**src/rtl/uart_msg_ctrl.sv**
```systemverilog
`default_nettype none
// ============================================================================
// Module   : uart_msg_ctrl
// Brief    : Feeds a fixed message byte-by-byte into a UART transmitter,
//            optionally repeating it after an idle gap.
// Revision : 1.0 - initial release
// ============================================================================
module uart_msg_ctrl #(
    parameter int                   MSG_LEN      = 12,
    parameter logic [8*MSG_LEN-1:0] MSG          = "Hello World\n",
    parameter int                   GAP_CYCLES   = 100_000_000,
    parameter int                   BUSY_TIMEOUT = 16
) (
    input  logic       clk,
    input  logic       rst_n,
    input  logic       start,
    input  logic       repeat_en,
    input  logic       tx_busy,
    output logic [7:0] data_out,
    output logic       wr_en,
    output logic       busy,
    output logic       done,
    output logic       err
);

    localparam int c_CNT_MAX = (GAP_CYCLES > BUSY_TIMEOUT) ? GAP_CYCLES : BUSY_TIMEOUT;
    localparam int c_CNT_W   = $clog2(c_CNT_MAX + 1);

    localparam logic [c_CNT_W-1:0] c_GAP_LAST  = c_CNT_W'(GAP_CYCLES - 1);
    // LOAD plus the WAIT_RISE cycles together make up the full BUSY_TIMEOUT window
    localparam logic [c_CNT_W-1:0] c_RISE_LAST = c_CNT_W'(BUSY_TIMEOUT - 2);
    localparam logic [c_CNT_W-1:0] c_CNT_ONE   = c_CNT_W'(1);
    localparam logic [7:0]         c_LAST_IDX  = 8'(MSG_LEN - 1);

    localparam logic [2:0] c_S_IDLE      = 3'd0;
    localparam logic [2:0] c_S_LOAD      = 3'd1;
    localparam logic [2:0] c_S_WAIT_RISE = 3'd2;
    localparam logic [2:0] c_S_WAIT_FALL = 3'd3;
    localparam logic [2:0] c_S_GAP       = 3'd4;

    logic [2:0]         r_state;
    logic [2:0]         w_state_nxt;
    logic [7:0]         r_idx;
    logic [7:0]         w_idx_nxt;
    logic [c_CNT_W-1:0] r_cnt;
    logic [c_CNT_W-1:0] w_cnt_nxt;
    logic               r_err;
    logic               w_err_nxt;
    logic               w_done;
    logic [7:0]         r_data;
    logic [7:0]         w_rom [0:255];

    // Full 256-entry table so the 8-bit index selects without width games
    generate
        for (genvar gi = 0; gi < 256; gi++) begin : g_rom
            if (gi < MSG_LEN) begin : g_byte
                assign w_rom[gi] = MSG[8*(MSG_LEN-1-gi) +: 8];
            end else begin : g_pad
                assign w_rom[gi] = 8'h00;
            end
        end
    endgenerate

    always_comb begin
        w_state_nxt = r_state;
        w_idx_nxt   = r_idx;
        w_cnt_nxt   = r_cnt;
        w_err_nxt   = r_err;
        w_done      = 1'b0;
        case (r_state)
            c_S_IDLE: begin
                if (start && !tx_busy) begin
                    w_state_nxt = c_S_LOAD;
                    w_idx_nxt   = 8'd0;
                    w_err_nxt   = 1'b0;
                end
            end
            c_S_LOAD: begin
                w_state_nxt = c_S_WAIT_RISE;
                w_cnt_nxt   = '0;
            end
            c_S_WAIT_RISE: begin
                if (tx_busy) begin
                    w_state_nxt = c_S_WAIT_FALL;
                end else if (r_cnt == c_RISE_LAST) begin
                    w_state_nxt = c_S_IDLE;
                    w_err_nxt   = 1'b1;
                end else begin
                    w_cnt_nxt = r_cnt + c_CNT_ONE;
                end
            end
            c_S_WAIT_FALL: begin
                if (!tx_busy) begin
                    if (r_idx == c_LAST_IDX) begin
                        w_done      = 1'b1;
                        w_cnt_nxt   = '0;
                        w_state_nxt = repeat_en ? c_S_GAP : c_S_IDLE;
                    end else begin
                        w_idx_nxt   = r_idx + 8'd1;
                        w_state_nxt = c_S_LOAD;
                    end
                end
            end
            c_S_GAP: begin
                if (r_cnt == c_GAP_LAST) begin
                    if (repeat_en) begin
                        w_state_nxt = c_S_LOAD;
                        w_idx_nxt   = 8'd0;
                    end else begin
                        w_state_nxt = c_S_IDLE;
                    end
                end else begin
                    w_cnt_nxt = r_cnt + c_CNT_ONE;
                end
            end
            default: begin
                w_state_nxt = c_S_IDLE;
            end
        endcase
    end

    always_ff @(posedge clk or negedge rst_n) begin
        if (!rst_n) begin
            r_state <= c_S_IDLE;
            r_idx   <= 8'd0;
            r_cnt   <= '0;
            r_err   <= 1'b0;
            r_data  <= 8'h00;
        end else begin
            r_state <= w_state_nxt;
            r_idx   <= w_idx_nxt;
            r_cnt   <= w_cnt_nxt;
            r_err   <= w_err_nxt;
            // Byte is captured on entry so it is already valid during the LOAD strobe
            if (w_state_nxt == c_S_LOAD) begin
                r_data <= w_rom[w_idx_nxt];
            end
        end
    end

    assign data_out = r_data;
    assign wr_en    = (r_state == c_S_LOAD);
    assign busy     = (r_state != c_S_IDLE);
    assign done     = w_done;
    assign err      = r_err;

endmodule
`default_nettype wire

```
**config.mk**
```make
export PLATFORM = sky130hd
export DESIGN_NAME = uart_msg_ctrl
export DESIGN_NICKNAME = d
export VERILOG_FILES = /design/src/rtl/uart_msg_ctrl.sv
export SDC_FILE = /design/constraint.sdc
export NUM_CORES = 1
export LEC_CHECK = 0
export CORE_MARGIN = 4
export CORE_UTILIZATION = 50
export DETAILED_ROUTE_END_ITERATION = 6
export GPL_ROUTABILITY_DRIVEN = 0
export GPL_TIMING_DRIVEN = 0
export PLACE_DENSITY = 0.71
export SLEW_MARGIN = 15
export SYNTH_ARGS = -nofsm -noshare
export SYNTH_HDL_FRONTEND = slang
export SYNTH_SLANG_ARGS = --single-unit
```
**constraint.sdc**
```tcl
create_clock -name clk -period 3.3 [get_ports clk]
set_input_delay 0.495 -clock clk [delete_from_list [all_inputs] [get_ports clk]]
set_output_delay 0.495 -clock clk [all_outputs]
set_load 0.05 [all_outputs]
```
==> run_results.csv, run 1 <==
group,metric,value,unit
outcome,status,"complete, no violations",
cells_and_area,nFillCells,484,
timing,rsz0062_at_grt,"yes",
clock_network,cts_tree,"done",
timing,hold_viol,0,
setup_path,worstPathArrival,3440,ps
timing,timing.final.crit_period,3210,ps
drt,drt_wl_total,6.84,mm
drt,wl_per_cell,15.6,um
power,ir_drop,477,uV
setup_path,crit_type,"reg -> reg",
setup_path,reg2reg_depth,10,
power,cell_internal_pwr,0.00137,W
placed_design,numPortBuffers,15,
timing,slew_headroom,0.513,
drt,avgViaCountPerCell,5.82,
timing,drv_slew,0,
synthesis,synth_warnings,0,
setup_path,cp-startpoint,"r_cnt[17]",
cells_and_area,layoutNonFillerInstCount,439,
power,clock_power_share,0.175,
clock_network,htreeDepth,2,
power,pwr-share-seq,0.290,
timing,skew,5.71,ps
die,start_util,0.521,
die,core_area,5540,um2
setup_path,path_cells,"or4b_1 -> or4_4 -> or4_4 -> a21o_1 -> buf_6 -> mux2_4 -> ha_4 -> mux2_2 -> a2bb2oi_2 -> o21ai_1",
synthesis,syn_area,2880,um2
global_routing,grt_pass1_vias,2532,
synthesis,synth_top_area_frac,0.399,
global_routing,grt_pass1_wl,12.1,mm
drt,postRouteAntennaNets,0,
synthesis,synth-seq-area-share,0.399,
global_routing,overflow,0,
synthesis,syn_inst,332,
die,row_count,27,
cells_and_area,drive_gt1_frac,0.144,
clock_network,clkTransAtPathRegs,90,ps
power,power.switching,0.00105,W
synthesis,syn_area_per_cell,8.69,um2
synthesis,yosysTopAreaCell,"dfrtp_1",
setup_path,crit_buf_inv,1,
cells_and_area,design_area,3410,um2
die,io_pins,17,
global_routing,track_usage,0.207,
placed_design,placed_cell_area,3140,um2
die,die_area,7050,um2
timing,finalSetupTns,0,ps
setup_path,reg2reg_from,"r_cnt[17]",
setup_path,cp-end-kind,"flop",
cells_and_area,area_growth,18.3,%
timing,fin_crit_sh,0.972,
power,combinationalPowerShare,0.535,
placed_design,dp_cells,420,
setup_path,cpMostUsedCell,"or4_4",
drt,initialDrtViolationCount,174,
setup_path,cp_slowest_stage_delay,540,ps
drt,dr.pass1.iters,4,
setup_path,critPathSlowestCell,"or4b_1",
synthesis,synth_async_sr_flop_share,1.00,
clock_network,cts_max_path_buffers,2,
synthesis,mappedNetlistNets,346,
clock_network,numCtsBuffers,5,
setup_path,crit_cells,10,
flow_run,maxCapViolCount,0,
cells_and_area,nets,380,
power,netSwitchingFraction,0.433,
drt,vias,2555,
timing,setup_violations,0,
power,p_leak,1.43,nW
synthesis,synth_seq_cells,46,
placed_design,hpwlAfterDp,4.96,mm
synthesis,synth_edf_count,0,
die,die-width,83.9,um
setup_path,cp_max_fo,5,
power,power,0.00242,W
setup_path,cpLargestDelayFamily,"simple AND/OR/NAND/NOR gates",
timing,worst_pin_slew,720,ps
synthesis,synth_area_leaders,"dfrtp_1 (40%), nand2_1 (4.7%), nor2_1 (4.2%)",
clock_network,clock_sinks,46,
global_routing,antenna_found_initial,0,
timing,fmax,312,MHz
global_routing,grt_max_degree,28,
worst_hold_path,hold_class,"in -> async",
cells_and_area,diodes,0,
clock_network,clock_latency,300,ps
setup_path,cp.required,3530,ps
clock_network,clockRootBuffer,"clkbuf_8",
synthesis,ys.flop_type,"dfrtp_1",
drt,drc,0,
power,power.density,708,nW/um2
setup_path,cp-start-kind,"flop",
synthesis,ys_types,58,
die,die_h,83.9,um
[power groups by stage]
stage / Sequential (W) / Clock, W / Combinational, W
after detailed placement: 0.000711 / 0 / 0.00112
after floorplan: 0.000832 / 0 / 0.000695
final: 0.000700 / 0.000423 / 0.00129
after global routing: 0.000711 / 0.000463 / 0.00143
after CTS: 0.000701 / 0.000438 / 0.00123
after global placement: 0.000706 / 0 / 0.00110
[kinds of logic after synthesis]
logic type | count (synthesis) | share of synthesized area
AO/OA/AOI/OAI | 79 | 0.180
XOR/XNOR | 14 | 0.0425
adder cells (fa/ha/maj) | 9 | 0.0390
buffers and inverters | 26 | 0.0386
flip-flops | 46 | 0.399
multiplexers | 4 | 0.0152
other | 1 | 0.00130
AND/OR/NAND/NOR | 153 | 0.284
[registers in the layout (all words and copies together), names as in the netlist]
| signal | count |
|---|---|
| r_state | 3 |
| r_idx | 8 |
| err | 1 |
| data_out | 7 |
| r_cnt | 27 |
[metal layers]
| metal | share of wire | global-route usage | up-vias | routed length (um) |
|---|---|---|---|---|
| li1 | - | - | 1275 | - |
| met1 | 0.49 | 0.313 | 1200 | 3370 |
| met2 | 0.45 | 0.306 | 72 | 3070 |
| met3 | 0.051 | 0.0355 | 8 | 347 |
| met4 | 0.0085 | 0.0482 | 0 | 58 |
| met5 | 0 | 0 | - | 0 |
[through the flow]
stage                      util  setup WS [ps]  hold slack [ps]
after CTS                 0.610          -21.1              158
after global routing      0.616          -32.0              180
after global placement    0.565           -204              471
after detailed placement  0.568           -243              475
after floorplan               -           38.4              199
final                     0.616           94.0              147
[path summary, 6_finish.rpt]
kind	end	slack [ps]
max	data_out[2]	90
min	r_cnt[8]	150
max reg2reg	data_out[2]	90
min reg2reg	data_out[6]	490
max in group asynchronous	data_out[1]	2650
min in group clk	data_out[6]	490
[cell type report]
type,count,area [um2],share of cell area
timing repair buffer,28,254,0.0744
tap,72,90.1,0.0264
sequential,46,1150,0.337
buffer,12,57.6,0.0169
multi-input combinational,260,1700,0.498
inverter,13,48.8,0.0143
clock inverter,2,37.5,0.0110
clock buffer,6,72.6,0.0213
[timing repair]
item,CTS,global route
pin swaps,5,3
endpoints found under the setup margin,9,18
buffers inserted,11,1
gates resized for setup,13,10
hold endpoints to repair,0,0
gates cloned,0,0
hold buffers,0,0
[cell usage in the layout, fill, tap and decap left out, types with 4 or more instances in the layout]
cell type	n
dfrtp_1	46
xnor2_1	7
nand3_1	19
clkdlybuf4s50_1	13
o21ai_0	12
nand2b_1	7
a21oi_1	17
nand2_1	36
o31ai_1	4
a21o_1	4
nor2_1	32
or4_1	4
inv_1	11
ha_1	6
or3_1	7
clkbuf_8	5
o21ai_1	9
or2_2	4
buf_4	12
and3_1	6
nand4_1	5
nor3_1	4
and2_1	5
clkbuf_1	10
nor4_1	4
xor2_1	7
[synthesized netlist by cell type, types with 6 or more instances]
| library cell | number |
|---|---|
| or3_1 | 7 |
| nand2_1 | 36 |
| a21oi_1 | 17 |
| o21ai_0 | 13 |
| ha_1 | 9 |
| nor2_1 | 32 |
| or4_1 | 6 |
| xor2_1 | 7 |
| xnor2_1 | 7 |
| and3_1 | 6 |
| inv_1 | 13 |
| nand2b_1 | 7 |
| nand3_1 | 19 |
| o21ai_1 | 8 |
| clkbuf_1 | 9 |
| dfrtp_1 | 46 |
Power figures use the tool's default switching activity.
==> inputs of run 2 (changes only) <==
--- a/config.mk
+++ b/config.mk
@@ -11,6 +11,7 @@
 export GPL_ROUTABILITY_DRIVEN = 0
 export GPL_TIMING_DRIVEN = 0
 export PLACE_DENSITY = 0.71
+export REMOVE_ABC_BUFFERS = 1
 export SLEW_MARGIN = 15
 export SYNTH_ARGS = -nofsm -noshare
 export SYNTH_HDL_FRONTEND = slang
==> run 2 against run 1 <==
Effect of this change:
- wire length down 4.1%
- hold slack gained 17 ps
- largest power group unchanged
- die area is the same
- utilization fell by 1.4 points
- critical path type unchanged
- cell area down 2.2%
==> run_results.csv, run 2 (synthesis gave the netlist of run 1 again) <==
group,metric,value,unit
outcome,status,"complete, no violations",
die,row_count,27,
power,combinationalPowerShare,0.519,
cells_and_area,final_common_cell,"dfrtp_1",
timing,drv_slew,0,
global_routing,grt_pass1_vias,2382,
die,die_h,83.9,um
power,pwr-share-seq,0.323,
die,core_area,5540,um2
drt,vias,2520,
timing,fin_crit_sh,0.986,
worst_hold_path,hold_class,"in -> async",
drt,drt_wl_total,6.56,mm
power,p_leak,1.38,nW
clock_network,htreeDepth,2,
die,start_util,0.521,
cells_and_area,nets,367,
placed_design,placed_cell_area,3100,um2
placed_design,dp_cells,408,
global_routing,track_usage,0.193,
power,clock_power_share,0.158,
drt,postRouteAntennaNets,0,
power,ir_drop,501,uV
flow_run,maxCapViolCount,0,
placed_design,hpwlAfterDp,4.72,mm
cells_and_area,drive_gt1_frac,0.147,
drt,drc,0,
die,io_pins,17,
timing,slew_headroom,0.484,
setup_path,reg2reg_depth,10,
timing,worst_pin_slew,766,ps
drt,avgViaCountPerCell,5.92,
setup_path,crit_type,"reg -> reg",
cells_and_area,layoutNonFillerInstCount,426,
setup_path,cp-end-kind,"flop",
cells_and_area,final_cell_mix,"dfrtp_1 (45), nand2_1 (36), nor2_1 (32)",
timing,setup_violations,0,
setup_path,cp.required,3490,ps
cells_and_area,multi_input_area,1700,um2
timing,rsz0062_at_grt,"yes",
cells_and_area,largest_reg_flops,27,
timing,finalSetupTns,0,ps
drt,dr.pass1.iters,4,
cells_and_area,diodes,0,
power,power.switching,0.00101,W
clock_network,cts_tree,"done",
setup_path,rrSetupSlack,50,ps
cells_and_area,top_register,"r_cnt",
die,die-width,83.9,um
timing,hold_viol,0,
die,die_area,7050,um2
cells_and_area,area_growth,15.7,%
power,cell_internal_pwr,0.00127,W
drt,initialDrtViolationCount,201,
global_routing,antenna_found_initial,0,
setup_path,cp-start-kind,"flop",
timing,fin_hold_ws,164,ps
placed_design,numPortBuffers,15,
global_routing,grt_max_degree,26,
clock_network,cts_max_path_buffers,2,
cells_and_area,register_area,1150,um2
cells_and_area,design_area,3340,um2
cells_and_area,nFillCells,507,
setup_path,cp_max_fo,5,
timing,timing.final.crit_period,3250,ps
timing,fmax,307,MHz
clock_network,numCtsBuffers,5,
power,netSwitchingFraction,0.443,
clock_network,clock_latency,300,ps
power,power.density,686,nW/um2
global_routing,overflow,0,
global_routing,grt_pass1_wl,11.3,mm
clock_network,clkTransAtPathRegs,90,ps
drt,wl_per_cell,15.4,um
clock_network,clock_sinks,46,
timing,skew,11.5,ps
clock_network,clockRootBuffer,"clkbuf_8",
setup_path,worstPathArrival,3440,ps
[run 2: cell count changes in the layout (fill, tap and decap cells not counted), moves of 2 or more]
| cell | delta |
|---|---|
| clkbuf_1 | -10 |
| buf_6 | -2 |
| a2bb2oi_1 | +2 |
| a2bb2oi_2 | -2 |
| buf_4 | -2 |
[run 2: area by class of cell]
type / count / area share
sequential: 46 / 0.345
tap: 72 / 0.0270
clock buffer: 6 / 0.0247
clock inverter: 2 / 0.00375
timing repair buffer: 27 / 0.0750
inverter: 13 / 0.0146
multi-input combinational: 260 / 0.510
[run 2: final timing paths]
kind | startpoint | endpoint
hold / removal | rst_n | r_cnt[6]
setup reg to reg | r_cnt[12] | data_out[3]
hold reg to reg | data_out[6] | data_out[6]
min in group clk | data_out[6] | data_out[6]
setup / recovery | r_cnt[12] | data_out[3]
max in group asynchronous | rst_n | data_out[0]
[run 2: worst max-delay path, cell delays in order (launching register included)]
cell	delay, ps
dfrtp_1	400
or4b_4	530
or4_4	460
or4_4	470
a21o_4	240
a22oi_2	270
buf_4	190
ha_4	200
mux2i_2	160
a2bb2oi_2	150
o21ai_1	70
[run 2: routing by layer]
layer	up-vias	share of wire	track usage	routed length [um]
li1	1243	-	-	-
met1	1214	0.50	0.283	3280
met2	55	0.44	0.294	2890
met3	8	0.048	0.0395	312
met4	0	0.012	0.0409	80
met5	-	0	0	0
[run 2: stage by stage]
| step | worst slack (ps) | utilization | power (W) |
|---|---|---|---|
| after floorplan | -78.1 | - | 0.00147 |
| after global placement | -505 | 0.553 | 0.00174 |
| after detailed placement | -535 | 0.559 | 0.00179 |
| after CTS | 4.09 | 0.588 | 0.00220 |
| after global routing | -60.7 | 0.602 | 0.00247 |
| final | 45.2 | 0.602 | 0.00229 |
[run 2: timing repair]
action	CTS	global route
endpoints found under the setup margin	18	17
pin swaps	1	0
hold buffers	0	0
setup buffers	6	4
resized for setup	9	14
[run 2: power by group through the flow]
| stage | registers [W] | logic (W) | clock network, W |
|---|---|---|---|
| finish | 0.000739 | 0.00119 | 0.000362 |
| global route | 0.000755 | 0.00131 | 0.000406 |
| CTS | 0.000734 | 0.00109 | 0.000372 |
| detailed placement | 0.000743 | 0.00104 | 0 |
| global placement | 0.000741 | 0.00100 | 0 |
| floorplan | 0.000858 | 0.000614 | 0 |
==> inputs of run 3 (changes only) <==
--- a/config.mk
+++ b/config.mk
@@ -5,6 +5,7 @@
 export SDC_FILE = /design/constraint.sdc
 export NUM_CORES = 1
 export LEC_CHECK = 0
+export CORE_ASPECT_RATIO = 0.9
 export CORE_MARGIN = 4
 export CORE_UTILIZATION = 50
 export DETAILED_ROUTE_END_ITERATION = 6
==> run 3 against run 2 <==
Effect of this change:
- clock-buffer cell count rose by 1
- power rose by 1.7%
- via count barely moved
- sequential share of layout area rose by 0.065 points
- utilization rose by 1.3 points
- sequential cell count did not move
- critical path depth fell by 3
- register-to-register slack improved by 50 ps
- combinational power barely moved
- clock power rose by 14%
- setup slack improved by 53 ps
- largest cell class unchanged
- largest power group unchanged
==> run_results.csv, run 3 (synthesis gave the netlist of run 1 again) <==
group,metric,value,unit
cells_and_area,register_area,1150,um2
placed_design,hpwlAfterDp,4.75,mm
timing,setup_ws,98.6,ps
clock_network,cts_max_path_buffers,2,
timing,worst_pin_slew,782,ps
die,io_pins,17,
cells_and_area,diodes,0,
clock_network,numCtsBuffers,5,
cells_and_area,top_register,"r_cnt",
die,die_h,80.1,um
timing,skew,3.43,ps
outcome,status,"complete, no violations",
drt,initialDrtViolationCount,190,
cells_and_area,largest_reg_flops,27,
global_routing,grt_max_degree,25,
cells_and_area,nets,365,
global_routing,grt_pass1_wl,11.7,mm
timing,hold_viol,0,
cells_and_area,final_cell_mix,"dfrtp_1 (45), nand2_1 (36), nor2_1 (32)",
cells_and_area,area_growth,15.5,%
power,cell_internal_pwr,0.00131,W
power,power.density,698,nW/um2
worst_hold_path,hold_class,"in -> async",
clock_network,cts_tree,"done",
placed_design,numPortBuffers,15,
cells_and_area,nFillCells,483,
power,netSwitchingFraction,0.436,
drt,wl_per_cell,16.2,um
cells_and_area,design_area,3330,um2
setup_path,worstReg2RegEnd,"r_cnt[12]",
power,clock_power_share,0.178,
drt,vias,2518,
power,ir_drop,606,uV
global_routing,grt_pass1_vias,2383,
clock_network,htreeDepth,2,
timing,slew_headroom,0.473,
setup_path,cp.required,3470,ps
setup_path,rrSetupSlack,100,ps
power,combinationalPowerShare,0.504,
timing,rsz0062_at_grt,"yes",
die,start_util,0.533,
setup_path,cp-start-kind,"flop",
die,die-width,88.1,um
setup_path,cp-startpoint,"r_cnt[12]",
drt,postRouteAntennaNets,0,
global_routing,overflow,0,
setup_path,worstPathArrival,3370,ps
timing,fin_crit_sh,0.970,
setup_path,crit_type,"reg -> reg",
global_routing,track_usage,0.209,
timing,fmax,312,MHz
drt,avgViaCountPerCell,6.01,
drt,dr.pass1.iters,4,
cells_and_area,drive_gt1_frac,0.131,
global_routing,antenna_found_initial,0,
clock_network,clockRootBuffer,"clkbuf_8",
placed_design,placed_cell_area,3100,um2
cells_and_area,layoutNonFillerInstCount,419,
setup_path,cp-end-kind,"flop",
timing,fin_hold_ws,182,ps
clock_network,clock_sinks,46,
power,power.switching,0.00101,W
timing,setup_violations,0,
setup_path,reg2reg_from,"r_cnt[12]",
placed_design,post-place-ws,-533,ps
drt,drt_wl_total,6.79,mm
timing,timing.final.crit_period,3200,ps
drt,drc,0,
cells_and_area,multi_input_area,1700,um2
placed_design,dp_cells,403,
power,pwr-share-seq,0.319,
cells_and_area,final_common_cell,"dfrtp_1",
clock_network,clkTransAtPathRegs,80,ps
timing,drv_slew,0,
setup_path,cp_max_fo,17,
die,row_count,25,
die,core_area,5410,um2
cells_and_area,fin_util,0.615,
power,p_leak,1.39,nW
clock_network,clock_latency,290,ps
setup_path,reg2reg_depth,7,
flow_run,maxCapViolCount,0,
die,die_area,7050,um2
## run 3: final cells by class
class | count | share of cell area
multi-input cells | 260 | 0.509
flip-flops and latches | 46 | 0.346
repair buffers | 25 | 0.0729
well taps | 67 | 0.0252
clock buffers | 7 | 0.0229
inverters | 13 | 0.0147
clock inverters | 1 | 0.00902
## run 3: metal layers
metal,vias to the layer above,part of all wire,GRT usage
li1,1246,-,-
met1,1212,0.51,0.327
met2,53,0.42,0.296
met3,7,0.055,0.0400
met4,0,0.0081,0.0498
met5,-,0,0
## run 3: timing repair
action | in CTS | in global routing
pin swaps | 3 | 2
hold buffers | 0 | 0
setup endpoints to repair | 17 | 17
buffers inserted | 7 | 1
resized for setup | 11 | 11
## run 3: worst max path at each step
stage / to / slack [ps] / cells after the start
final: r_cnt[12] / 100 / 7
after global routing: data_out[3] / -50 / 10
after CTS: data_out[3] / -20 / 11
after detailed placement: data_out[5] / -530 / 10
after global placement: data_out[5] / -520 / 10
after floorplan: data_out[5] / -80 / 10
## run 3: critical path, cell delays in order, from the launching register on
cell	delay [ps]
dfrtp_1	420
or4b_1	540
or4_4	450
o31a_1	250
o21ai_0	620
and2_2	490
o311ai_0	200
o41ai_1	110
## run 3: power groups by stage
stage	Sequential, W	Combinational [W]	Clock, W
CTS	0.000737	0.00114	0.000423
global route	0.000757	0.00129	0.000447
finish	0.000741	0.00117	0.000413
detailed placement	0.000746	0.00105	0
floorplan	0.000858	0.000614	0
global placement	0.000741	0.00101	0
## run 3: stage by stage
stage / TNS [ps] / total power, W
finish: 0 / 0.00233
global route: -50.2 / 0.00250
CTS: -21.8 / 0.00230
detailed placement: -3190 / 0.00179
global placement: -3480 / 0.00175
floorplan: -78.1 / 0.00147
==> edit 1: new RTL, flow settings as in run 1 <==
Register the outputs `wr_en`, `busy` and `done`, cleared by the reset; this adds one clock of latency there. The other outputs are not delayed to match.
--- a/src/rtl/uart_msg_ctrl.sv
+++ b/src/rtl/uart_msg_ctrl.sv
@@ -139,9 +139,17 @@
     end
 
     assign data_out = r_data;
-    assign wr_en    = (r_state == c_S_LOAD);
-    assign busy     = (r_state != c_S_IDLE);
-    assign done     = w_done;
+    always_ff @(posedge clk or negedge rst_n) begin
+        if (!rst_n) begin
+            wr_en <= '0;
+            busy  <= '0;
+            done  <= '0;
+        end else begin
+            wr_en <= (r_state == c_S_LOAD);
+            busy  <= (r_state != c_S_IDLE);
+            done  <= w_done;
+        end
+    end
     assign err      = r_err;
 
 endmodule
Function: changed (Yosys sat finds a counterexample within 4 cycles, from zero or initial values and one cycle with rst_n low).
==> edit 1 against run 1 <==
Sequential cell count increased by 3; sequential power grew 14%; setup slack improved by 52 ps; wire length decreased by 19%; synthesized area down 4.2%; total power decreased by 4.3%; global-route usage fell by 2.5 points; hold slack got worse by 3.0 ps; final area decreased by 7.8%; clock skew is 4.0 ps higher; synthesized cell count fell by 12%; combinational power is 9% lower; via count is 15% lower.
==> edit 1: results (changes against run 1) <==
The run finished with clean final reports. The tightest min-delay check is of the input port to async pin type. The final wirelength was 5520 um (-19%); the cell count after synthesis was 291 (-12%).

The via count of the first global-routing pass was 2,034 (-20%). The tools report the initial antenna violation count as 0 (unchanged). The static leakage was 1.39 nW (-2.3%); the wire length per cell after detailed routing was 14.2 um (-8.7%). The post-detailed-route count of antenna-violating nets was 0 (unchanged). The total CTS buffers is 5 (unchanged). The number of flip-flops under the largest register name is 27 (unchanged), and the async set-or-reset flop fraction in the synthesized netlist is 100% (unchanged). Total nets after synthesis: 305 (-12%). Clock transition at the registers of the reported paths: 90 ps (about the same). The setup violation total in the final timing report is 0 (unchanged), and the pre-CTS setup slack is -163 ps (+80.3 ps).

The maximum resistive drop on vdd is 446 uV (-6.5%), and the count of warnings emitted by yosys is 0 (unchanged). The run gives 377 (-10%) as the total placed cells including tap cells. The run gives 2,167 (-15%) as the detailed-route via count. First-pass iteration count of the detailed router: 5 (+1). Clock latency of the later-clocked register in the worst-skew pair: 300 ps (about the same). The top register by number of flip-flops was r_cnt. The count of distinct cell types in the synthesized netlist was 52 (-10%). For the final HPWL from detailed placement, the log shows 3910 um (-21%). The layout net count was 331 (-13%); the number of violations reported at the end of detailed-routing iteration 0 was 155 (-11%). The number of H-tree branching levels is 2 (unchanged), and the antenna diode count is 0 (unchanged). The clock root buffer was sky130_fd_sc_hd__clkbuf_8. For the post-route clock skew, the log shows 9.74 ps (+4.03 ps).

By area the synthesized netlist is led by sky130_fd_sc_hd__dfrtp_1 (44%), sky130_fd_sc_hd__xor2_1 (6.7%), sky130_fd_sc_hd__nor2_1 (5.4%). The maximum fanout along the worst path was 10 (+5); the depth of the worst register-to-register path was 10 (unchanged). The logs give 18.2% (-2.5 points) for the total global-route track usage and 2 (unchanged) for the clock tree buffer depth.

Cell area power density: 735 nW/um^2 (+3.8%). The share of post-route cells with drive strength above 1 is 9.75% (-4.7 points), and the first-pass GRT wire length is 9400 um (-22%). The count of port buffers added during placement came out at 15 (unchanged). By count the netlist is led by sky130_fd_sc_hd__dfrtp_1 (49), sky130_fd_sc_hd__nor2_1 (40), sky130_fd_sc_hd__nand2_1 (28), sky130_fd_sc_hd__xor2_1 (21), sky130_fd_sc_hd__nand3_1 (15). The logs give 31 (+11%) for the pin count of the biggest net entering global routing and 44.4% (+4.5 points) for the sequential share of the synthesized area.

The tools report the worst-case headroom to the max-slew limit as 55.6% (+4.3 points).
[edit 1: cell type report]
class                      count  area (um^2)
fill                         472         2090
clock buffer                   6         72.6
clock inverter                 2         10.0
inverter                      11         41.3
tap                           70         87.6
multi-input combinational    221         1480
timing repair buffer          19          188
buffer                        10         43.8
sequential                    49         1230
[edit 1: kinds of logic after synthesis]
logic type	Yosys count	synth area share (%)
AOI/OAI and AO/OA	46	11.9
muxes	5	1.95
buffers and inverters	21	3.08
DFF	49	44.4
and+or+nand+nor	132	25.6
other	1	0.136
adders and majority gates	9	4.08
xor gates and xnor gates	28	8.88
[edit 1: worst max-delay path, stage by stage]
cell,delay (ps)
sky130_fd_sc_hd__clkdlybuf4s50_1,540
sky130_fd_sc_hd__nand4bb_1,320
sky130_fd_sc_hd__a21oi_1,560
sky130_fd_sc_hd__o21ai_4,200
sky130_fd_sc_hd__a22oi_2,320
sky130_fd_sc_hd__buf_4,170
sky130_fd_sc_hd__ha_1,260
sky130_fd_sc_hd__mux2i_1,140
sky130_fd_sc_hd__o22ai_1,100
sky130_fd_sc_hd__a22o_1,230
[edit 1: path summary, 6_finish.rpt]
kind / from / endpoint / slack (ps)
max: tx_busy / data_out[3] / 150
min: rst_n / r_cnt[3] / 140
max reg2reg: r_cnt[12] / data_out[3] / 160
min reg2reg: err / err / 500
max in group asynchronous: rst_n / r_idx[0] / 2620
min in group clk: err / err / 500
[edit 1: metal layers]
layer | up-vias | global-route usage, % | wire length [um]
li1 | 1077 | - | -
met3 | 6 | 4.66 | 202
met1 | 1047 | 25.6 | 2750
met2 | 37 | 27.5 | 2500
met5 | - | 0 | 0
met4 | 0 | 5.32 | 59
[edit 1: through the flow]
step           setup TNS, ps  cell area, um^2  util, %
6_report                   0             3150     60.1
5_1_grt                -24.9             3150     60.1
4_1_cts                    0             3120     59.5
3_5_place_dp            -427             3020     57.6
3_3_place_gp            -273             3000     57.3
2_1_floorplan              0             2760        -
[edit 1: where the power goes]
part	switching [W]	internal (W)	leakage, nW	total (W)
Combinational	0.000709	0.000468	0.692	0.00118
Sequential	0.0000856	0.000712	0.656	0.000797
Clock	0.000191	0.000147	0.0450	0.000339
[edit 1: repair_timing]
| item | CTS | global route |
|---|---|---|
| setup buffers | 0 | 3 |
| pin swaps | 0 | 2 |
| resized for setup | 3 | 1 |
| setup endpoints to repair | 4 | 3 |
==> edit 2: new RTL, flow settings as in run 1 <==
Without the edit above. The parameter `GAP_CYCLES` goes from 100_000_000 to 400_000_000.
--- a/src/rtl/uart_msg_ctrl.sv
+++ b/src/rtl/uart_msg_ctrl.sv
@@ -8,7 +8,7 @@
 module uart_msg_ctrl #(
     parameter int                   MSG_LEN      = 12,
     parameter logic [8*MSG_LEN-1:0] MSG          = "Hello World\n",
-    parameter int                   GAP_CYCLES   = 100_000_000,
+    parameter int                   GAP_CYCLES   = 400_000_000,
     parameter int                   BUSY_TIMEOUT = 16
 ) (
     input  logic       clk,
Formal check against the unedited RTL: same outputs for any inputs over 10 cycles, from zero or initial values and one cycle with rst_n low; that may be too few to reach the edited logic, so the function may still have changed.
==> edit 2 against run 1 <==
Setup slack better by 130 ps; wire length rose by 11%; largest power group unchanged; fmax rose by 4.3%; total power down 0.19%; critical path type is now flip-flop to output port; via count is 11% higher; global-route usage increased by 1.1 points; core utilization down 3.2 points; highest routed layer unchanged; synthesized cell count rose by 6.3%; sequential cell count grew 2; synthesized area up 8.0%; cell count rose by 3.4%; final area is 2.5% higher.
==> edit 2: results (changes against run 1) <==
The run finished with clean final reports. The count of instances resized after the clock tree is built came out at 0 (-13). The detailed-route via count came out at 2,830 (+11%).

Depth of the worst register-to-register path: 11 (+1). The static leakage was 1.48 nW (+4.1%). The adder and majority cell fraction of the synthesized area is 3.61% (-0.29 points). Via count of the first global-routing pass: 2,618 (+3.4%). The total nets after synthesis was 367 (+6.1%). The maximum fanout along the worst path works out to 4 (-1). The routed length on met2 is 3300 um (+7.6%). The routed length on met1 was 3810 um (+13%); the pin count of the biggest net entering global routing was 30 (+7.1%).

For the maximum resistive drop on vdd, the log shows 448 uV (-6.1%). The wire length per cell after detailed routing came out at 16.7 um (+7.1%). The routed length on met3 came out at 397 um (+14%).

Worst-case headroom to the max-slew limit: 62.2% (+11 points). After synthesis, the cell types taking the most area are sky130_fd_sc_hd__dfrtp_1 (39%), sky130_fd_sc_hd__o21ai_0 (5.3%), sky130_fd_sc_hd__o31ai_1 (4.6%). The fraction of the mapped netlist area in compound gates works out to 22.7% (+4.6 points). The logs give 5390 um (+8.8%) for the final HPWL from detailed placement and 13,000 um (+7.6%) for the first-pass GRT wire length. Ranked by instance count, the synthesized netlist is headed by sky130_fd_sc_hd__dfrtp_1 (48), sky130_fd_sc_hd__nor2_1 (34), sky130_fd_sc_hd__o21ai_0 (33), sky130_fd_sc_hd__nand2_1 (30), sky130_fd_sc_hd__nand3_1 (22).

The met3 capacity usage during global routing was 4.26% (+0.70 points); the post-route clock skew was 7.46 ps (+1.76 ps). The run gives 2 (unchanged) as the clock tree buffer depth. The met2 global-route usage is 31.3% (+0.75 points). The tools report the post-CTS setup-driven buffer insertion count as 0 (-11). The layout net count came out at 392 (+3.2%). The number of flip-flops under the largest register name is 29 (+7.4%).
==> edit 2: changes by cell type in the layout (fill, tap and decap cells not counted), sizes merged, moves of 5 or more <==
cell and delta:
a21oi -11, nand2 -6, xnor2 -5, a31oi +6, o31ai +14, nor4 +6, or3 -5, nor2b +5
o21ai +22, xor2 -6
==> edit 2: power breakdown <==
| part | total, W | switching (W) | leakage, nW | internal [W] |
|---|---|---|---|---|
| Combinational | 0.00131 | 0.000887 | 0.785 | 0.000425 |
| Sequential | 0.000736 | 0.0000643 | 0.653 | 0.000671 |
| Clock | 0.000365 | 0.000194 | 0.0455 | 0.000171 |
| Total | 0.00241 | 0.00115 | 1.48 | 0.00127 |
==> edit 2: critical path: stages (launching register included) <==
cell                              delay [ps]
sky130_fd_sc_hd__dfrtp_1                 410
sky130_fd_sc_hd__ha_1                    230
sky130_fd_sc_hd__nor4b_2                 280
sky130_fd_sc_hd__nand3_1                 200
sky130_fd_sc_hd__nor3_1                  290
sky130_fd_sc_hd__clkdlybuf4s50_1         860
==> edit 2: final cells by class <==
type                       instances  area [um^2]
fill                             524         2490
multi-input combinational        272         1780
sequential                        48         1200
timing repair buffer              18          180
buffer                            20          101
tap                               75         93.8
clock buffer                       8         90.1
inverter                          13         48.8
==> edit 2: per-stage QoR <==
stage	setup WS, ps	std cells	area [um^2]	hold WS, ps
after floorplan	600	353	3120	199
after global placement	135	443	3360	472
after detailed placement	30.3	444	3370	475
after CTS	1.05	452	3460	155
after global routing	-8.71	454	3500	159
final	225	454	3500	137
==> edit 2: final timing paths <==
check                       startpoint           to
setup / recovery              r_idx[1]         done
hold / removal                   rst_n     r_cnt[6]
setup reg to reg              r_cnt[0]  data_out[3]
hold reg to reg            data_out[5]  data_out[5]
max in group asynchronous        rst_n  data_out[6]
min in group clk           data_out[5]  data_out[5]
